===== config.mk =====
export PLATFORM = sky130hd
export DESIGN_NAME = trig_alignment_ctrl
export DESIGN_NICKNAME = d
export VERILOG_FILES = /design/src/rtl/trig_ctrl_pkg.sv /design/src/rtl/sat_counter.sv /design/src/rtl/trig_alignment_ctrl.sv
export SDC_FILE = /design/constraint.sdc
export NUM_CORES = 1
export LEC_CHECK = 0
export CELL_PAD_IN_SITES_DETAIL_PLACEMENT = 0
export CELL_PAD_IN_SITES_GLOBAL_PLACEMENT = 2
export CORE_AREA = 2 2 255 307
export DETAILED_ROUTE_END_ITERATION = 6
export DIE_AREA = 0 0 257 309
export PLACE_DENSITY = 0.86
export SLEW_MARGIN = 40
export SYNTH_ARGS = -nofsm -noshare
export SYNTH_HDL_FRONTEND = slang
export SYNTH_HIERARCHICAL = 1
export SYNTH_SLANG_ARGS = --single-unit

===== constraint.sdc =====
create_clock -name clock -period 9 [get_ports clock]
set_clock_uncertainty 0.1 [all_clocks]
set_input_delay 1.8 -clock clock [delete_from_list [all_inputs] [get_ports clock]]
set_output_delay 1.8 -clock clock [all_outputs]
set_load 0.02 [all_outputs]

===== src/rtl/trig_ctrl_pkg.sv =====
// Shared definitions for the trigger-alignment sequencing controller:
// FSM state encoding and the default sizing constants.
package trig_ctrl_pkg;

    localparam int DEF_NUM_VFATS     = 24;
    localparam int DEF_WINDOW_BITS   = 12;
    localparam int DEF_SETTLE_CYCLES = 16;
    localparam int DEF_MAX_RETRIES   = 3;
    localparam int DEF_CNT_W         = 16;

    typedef enum logic [2:0] {
        ST_IDLE    = 3'd0,
        ST_SETTLE  = 3'd1,
        ST_MEASURE = 3'd2,
        ST_EVAL    = 3'd3,
        ST_RESYNC  = 3'd4
    } state_t;

endpackage


===== src/rtl/sat_counter.sv =====
// Up-counter with synchronous clear and optional saturation at all-ones.
// Clear has priority over increment.
module sat_counter #(
    parameter int WIDTH = 16
) (
    input  logic             clock,
    input  logic             reset,
    input  logic             inc,
    input  logic             clr,
    input  logic             saturate,
    output logic [WIDTH-1:0] count
);

    // Counter register: reset/clear first, then increment unless pinned at max
    always_ff @(posedge clock) begin
        if (reset || clr) begin
            count <= '0;
        end else if (inc && !(saturate && (count == {WIDTH{1'b1}}))) begin
            count <= count + WIDTH'(1);
        end
    end

endmodule


===== src/rtl/trig_alignment_ctrl.sv =====
// Round-robin scanner of the VFAT trigger units. Each unit gets a settle
// period, then an error-measurement window; failing units are resynced via
// a one-cycle frame-aligner reset and auto-masked after too many retries.
module trig_alignment_ctrl
    import trig_ctrl_pkg::*;
#(
    parameter int NUM_VFATS     = DEF_NUM_VFATS,
    parameter int WINDOW_BITS   = DEF_WINDOW_BITS,
    parameter int SETTLE_CYCLES = DEF_SETTLE_CYCLES,
    parameter int MAX_RETRIES   = DEF_MAX_RETRIES,
    parameter int CNT_W         = DEF_CNT_W
) (
    input  logic                 clock,
    input  logic                 reset,
    input  logic                 enable,
    input  logic [NUM_VFATS-1:0] alignment_err,
    input  logic [NUM_VFATS-1:0] sot_phase_err,
    input  logic [NUM_VFATS-1:0] mask_force,
    input  logic                 clear_cnt,
    input  logic [4:0]           rd_sel,
    output logic [NUM_VFATS-1:0] vfat_reset,
    output logic [NUM_VFATS-1:0] sbit_mask,
    output logic [NUM_VFATS-1:0] locked,
    output logic [CNT_W-1:0]     rd_err_cnt,
    output logic                 scan_done,
    output logic                 busy
);

    localparam int SETTLE_W = $clog2(SETTLE_CYCLES + 1);
    localparam int TIMER_W  = (WINDOW_BITS > SETTLE_W) ? WINDOW_BITS : SETTLE_W;
    localparam int RETRY_W  = $clog2(MAX_RETRIES + 1);

    localparam logic [TIMER_W-1:0] SETTLE_LAST = TIMER_W'(SETTLE_CYCLES - 1);
    localparam logic [TIMER_W-1:0] WINDOW_LAST = TIMER_W'((1 << WINDOW_BITS) - 1);
    localparam logic [4:0]         SEL_LAST    = 5'(NUM_VFATS - 1);
    localparam logic [RETRY_W:0]   RETRY_LIMIT = (RETRY_W + 1)'(MAX_RETRIES);

    state_t               state;
    state_t               state_next;
    logic [4:0]           sel;
    logic [4:0]           sel_next;
    logic [TIMER_W-1:0]   timer;
    logic                 timer_clr;
    logic                 win_flag;
    logic                 settle_done;
    logic                 advance;
    logic                 wrap;
    logic                 eval_pass;
    logic                 eval_fail;
    logic                 set_mask;
    logic                 start_resync;
    logic                 cur_err;
    logic                 cur_masked;
    logic                 retry_last;
    logic                 in_measure;
    logic [NUM_VFATS-1:0] auto_mask;
    logic [NUM_VFATS-1:0] err_inc;
    logic [NUM_VFATS-1:0] retry_inc;
    logic [NUM_VFATS-1:0] retry_clr;
    logic [CNT_W-1:0]     err_cnt   [NUM_VFATS];
    logic [RETRY_W-1:0]   retry_cnt [NUM_VFATS];

    assign sbit_mask  = auto_mask | mask_force;
    assign busy       = (state != ST_IDLE);
    assign in_measure = (state == ST_MEASURE);
    assign cur_err    = alignment_err[sel] | sot_phase_err[sel];
    assign cur_masked = sbit_mask[sel];
    assign retry_last = ({1'b0, retry_cnt[sel]} + (RETRY_W + 1)'(1)) >= RETRY_LIMIT;

    // Per-VFAT error and retry counters; a clean window resets the retry count
    for (genvar i = 0; i < NUM_VFATS; i++) begin : g_vfat
        assign err_inc[i]   = in_measure & (sel == 5'(i)) & (alignment_err[i] | sot_phase_err[i]);
        assign retry_inc[i] = eval_fail & (sel == 5'(i));
        assign retry_clr[i] = clear_cnt | (eval_pass & (sel == 5'(i)));

        sat_counter #(.WIDTH(CNT_W)) u_err_cnt (
            .clock    (clock),
            .reset    (reset),
            .inc      (err_inc[i]),
            .clr      (clear_cnt),
            .saturate (1'b1),
            .count    (err_cnt[i])
        );

        sat_counter #(.WIDTH(RETRY_W)) u_retry_cnt (
            .clock    (clock),
            .reset    (reset),
            .inc      (retry_inc[i]),
            .clr      (retry_clr[i]),
            .saturate (1'b1),
            .count    (retry_cnt[i])
        );
    end

    // Next-state logic; masked units are skipped from SETTLE in a single cycle
    always_comb begin
        state_next   = state;
        sel_next     = sel;
        timer_clr    = 1'b0;
        settle_done  = 1'b0;
        advance      = 1'b0;
        wrap         = 1'b0;
        eval_pass    = 1'b0;
        eval_fail    = 1'b0;
        set_mask     = 1'b0;
        start_resync = 1'b0;

        case (state)
            ST_IDLE: begin
                timer_clr = 1'b1;
                if (enable) begin
                    sel_next   = '0;
                    state_next = ST_SETTLE;
                end
            end
            ST_SETTLE: begin
                if (cur_masked) begin
                    advance = 1'b1;
                end else if (timer == SETTLE_LAST) begin
                    settle_done = 1'b1;
                    timer_clr   = 1'b1;
                    state_next  = ST_MEASURE;
                end
            end
            ST_MEASURE: begin
                if (timer == WINDOW_LAST) begin
                    timer_clr  = 1'b1;
                    state_next = ST_EVAL;
                end
            end
            ST_EVAL: begin
                timer_clr = 1'b1;
                if (!win_flag) begin
                    eval_pass = 1'b1;
                    advance   = 1'b1;
                end else begin
                    eval_fail = 1'b1;
                    if (retry_last) begin
                        set_mask = 1'b1;
                        advance  = 1'b1;
                    end else begin
                        start_resync = 1'b1;
                        state_next   = ST_RESYNC;
                    end
                end
            end
            ST_RESYNC: begin
                timer_clr  = 1'b1;
                state_next = enable ? ST_SETTLE : ST_IDLE;
            end
            default: begin
                timer_clr  = 1'b1;
                state_next = ST_IDLE;
            end
        endcase

        if (advance) begin
            timer_clr  = 1'b1;
            state_next = enable ? ST_SETTLE : ST_IDLE;
            if (sel == SEL_LAST) begin
                sel_next = '0;
                wrap     = 1'b1;
            end else begin
                sel_next = sel + 5'd1;
            end
        end
    end

    // State, unit index and shared settle/window timer
    always_ff @(posedge clock) begin
        if (reset) begin
            state <= ST_IDLE;
            sel   <= '0;
            timer <= '0;
        end else begin
            state <= state_next;
            sel   <= sel_next;
            timer <= timer_clr ? '0 : timer + TIMER_W'(1);
        end
    end

    // Window error flag: cleared entering MEASURE, sticky on any errored cycle
    always_ff @(posedge clock) begin
        if (reset || settle_done) begin
            win_flag <= 1'b0;
        end else if (in_measure && cur_err) begin
            win_flag <= 1'b1;
        end
    end

    // Lock status, auto-mask, aligner reset pulse and end-of-pass strobe
    always_ff @(posedge clock) begin
        if (reset) begin
            locked     <= '0;
            auto_mask  <= '0;
            vfat_reset <= '0;
            scan_done  <= 1'b0;
        end else begin
            if (eval_pass) begin
                locked[sel] <= 1'b1;
            end else if (eval_fail) begin
                locked[sel] <= 1'b0;
            end
            if (clear_cnt) begin
                auto_mask <= '0;
            end else if (set_mask) begin
                auto_mask[sel] <= 1'b1;
            end
            vfat_reset <= start_resync ? ({{(NUM_VFATS-1){1'b0}}, 1'b1} << sel) : '0;
            scan_done  <= wrap;
        end
    end

    // Registered counter readback; out-of-range selects read as zero
    always_ff @(posedge clock) begin
        if (reset) begin
            rd_err_cnt <= '0;
        end else if ({1'b0, rd_sel} < 6'(NUM_VFATS)) begin
            rd_err_cnt <= err_cnt[rd_sel];
        end else begin
            rd_err_cnt <= '0;
        end
    end

endmodule


==> reports/results.ini <==
[logic_synthesis]
yosysWarnings = 6
avgSynthCellArea_um2 = 9.12
ys_seq_area_share_pct = 34.1
ys_types = 70
syn_area_um2 = 31800
synth_edf_count = 0
syn_inst = 3489
ys_ff_latch = 542
synthFlopType = dfxtp_1
synth-async-reset-ratio_pct = 0

[die]
core-area_um2 = 76200
dieArea_um2 = 79400
die_x_um = 257
start_util_pct = 41.8
die_y_um = 309
num_rows = 111
num_io_pins = 171

[finish]
drive_above_1_share_pct = 14.8
multiInputGateArea_um2 = 20200
nets = 3785
area_growth_pct = 15.3
fillers = 7163
seq_area_um2 = 10900
fin_util_pct = 48.2

[placed_design]
gp_congestion = 0.924
place_hpwl_mm = 80.2
io_buffers = 170
place_ws_ps = 4010

[global_route]
grt_start_max_net_pins = 128
globalRouteTotalUtil_pct = 26.4
antenna_found_initial = 2
grt_pass1_vias = 29100
overflow = 0
grt_pass1_wl_mm = 167

[power_and_ir_drop]
leakagePower_nw = 12.5
power.density_nw_per_um2 = 146
ir_drop_v = 0.000139

[routing]
ant_nets = 0
drc_errors = 0
routedWlPerCell_um = 23.1
vias = 30200
viasPerCell = 6.41
wirelength_mm = 109
first_iter_violations = 2663
firstDrtPassIters = 7

[critical_path]
crit_arrival_ps = 3090
r2r-start = sel[2]
critPathCapture = sbit_mask[5]
rrSetupSlack_ps = 5060
cp-end-kind = output pin
crit_start = mask_force[5]
cp.required_ps = 7100
crit_type = input pin to output pin
rr_worst_depth = 8
start_kind = input pin
path_max_fanout = 2
r2r-end = g_vfat[1].u_err_cnt/count[13]

[clock_network]
clk_pin_slew_ps = 50
clockRootBuffer = clkbuf_16
cts_sinks = 542
clockBufferDepth = 3
postCtsHoldBufs = 0
numCtsBuffers = 66
cts_tree = built
clkLatencyLatePin_ps = 620
cts-htree-levels = 3
ctsResizeCount = 0
post-cts-setup-buffers = 0

[timing]
final.setup.worst_slack_ps = 4010
rsz0062_at_grt = no
drv_slew = 0
slew_headroom_pct = 45.1
finalCritPeriodShare_pct = 55.4
setup_viol = 0
fmax_ghz = 0.200
hold_slack_ps = 372
min_period_ps = 4990
finalHoldViolations = 0
worstMarginPinSlew_ps = 821
setup_tns_ps = 0

[flow_run]
cap_violations = 0

[hold_path]
hold_class = register to register

[status]
status = finished clean

==> kinds of logic after synthesis <==
group,count (synthesis),share of synthesized area (%)
muxes,217,12.0
DFF,542,34.1
adders and majority gates,56,2.20
AOI/OAI and AO/OA,803,17.9
and+or+nand+nor,1585,29.3
other,1,0.0118
buffers and inverters,275,4.23
xor gates and xnor gates,10,0.275
==> placed cells by master, fill, tap and decap left out, drive strengths merged, types with 69 or more instances in the layout <==
cell             n
nand4          120
a31oi           89
nor3           180
a21oi          185
clkdlybuf4s50  164
or3             73
nor4            75
dfxtp          542
and3           120
inv            103
nand3          153
nor2           220
nor3b           77
o21ai           96
mux4           123
clkbuf         107
o31ai          106
conb            72
or4            120
nand2          259
mux2            69
==> per-stage QoR <==
stage	std cells	power, mW	instance area (um^2)
after floorplan	3560	2.60	32100
after global placement	4596	2.71	34300
after detailed placement	4596	2.72	34500
after CTS	4710	5.41	36600
after global routing	4711	5.52	36700
final	4712	5.35	36700
==> synth_stat cells, drive strengths merged, types with 26 or more instances <==
library cell	instances	area [um^2]
clkbuf	101	380
mux2	69	777
o21ai	96	484
and3	120	781
a211oi	26	195
and4	48	480
buf	69	573
o41ai	48	420
or2	52	325
dfxtp	542	10900
ha	56	701
or3	73	457
nor3b	77	588
a21oi	185	926
nand2b	29	181
o211ai	50	375
a31oi	89	557
or4	120	901
nand2	259	1220
and2	40	250
inv	103	387
nand4	120	751
nor4	75	769
o311ai	50	438
nand3	153	766
mux4	123	2780
o31ai	106	810
nor3	180	901
nor2	220	826
==> worst max-delay path, cell delays in order <==
cell	delay, ps
clkdlybuf4s50_1	460
or2_2	290
clkdlybuf4s50_1	540
==> worst min-delay path by stage <==
stage / from / endpoint / cells after the start
floorplan: auto_mask[10] / auto_mask[10] / 2
finish: auto_mask[2] / auto_mask[2] / 2
global route: auto_mask[2] / auto_mask[2] / 2
global placement: timer[0] / timer[0] / 1
CTS: auto_mask[2] / auto_mask[2] / 2
detailed placement: auto_mask[2] / auto_mask[2] / 2
==> routing by layer <==
layer | routed length (um) | part of all wire (%) | GRT usage, %
met1 | 44700 | 41 | 32.7
met2 | 51900 | 48 | 44.8
met3 | 6840 | 6.3 | 4.34
met4 | 5140 | 4.7 | 12.7
met5 | 13 | 0.012 | 0
==> where the power goes <==
part           internal (mW)  switching (mW)  leakage [nW]
combinational         0.0965           0.172          7.10
sequential              2.40         0.00139          4.36
clock                   1.60            1.08          1.05
==> cell type report <==
class                           count  area share [%]
Tap cell                         1017            3.47
Multi-Input combinational cell   2743            55.0
Sequential cell                   542            29.6
Clock inverter                      7           0.262
Timing Repair Buffer              190            5.10
Antenna cell                        1         0.00681
Clock buffer                      107            5.56
Inverter                          105            1.07
==> state kept, by name, summed over array words and instances, names as in the netlist, named ones only <==
register                  cells
rd_err_cnt                   16
state                         3
timer                        12
auto_mask                    24
vfat_reset                   24
win_flag                      1
scan_done                     1
g_vfat.u_retry_cnt/count     48
sel                           5
g_vfat.u_err_cnt/count      384
No activity file was read; power rests on OpenSTA's default activity.
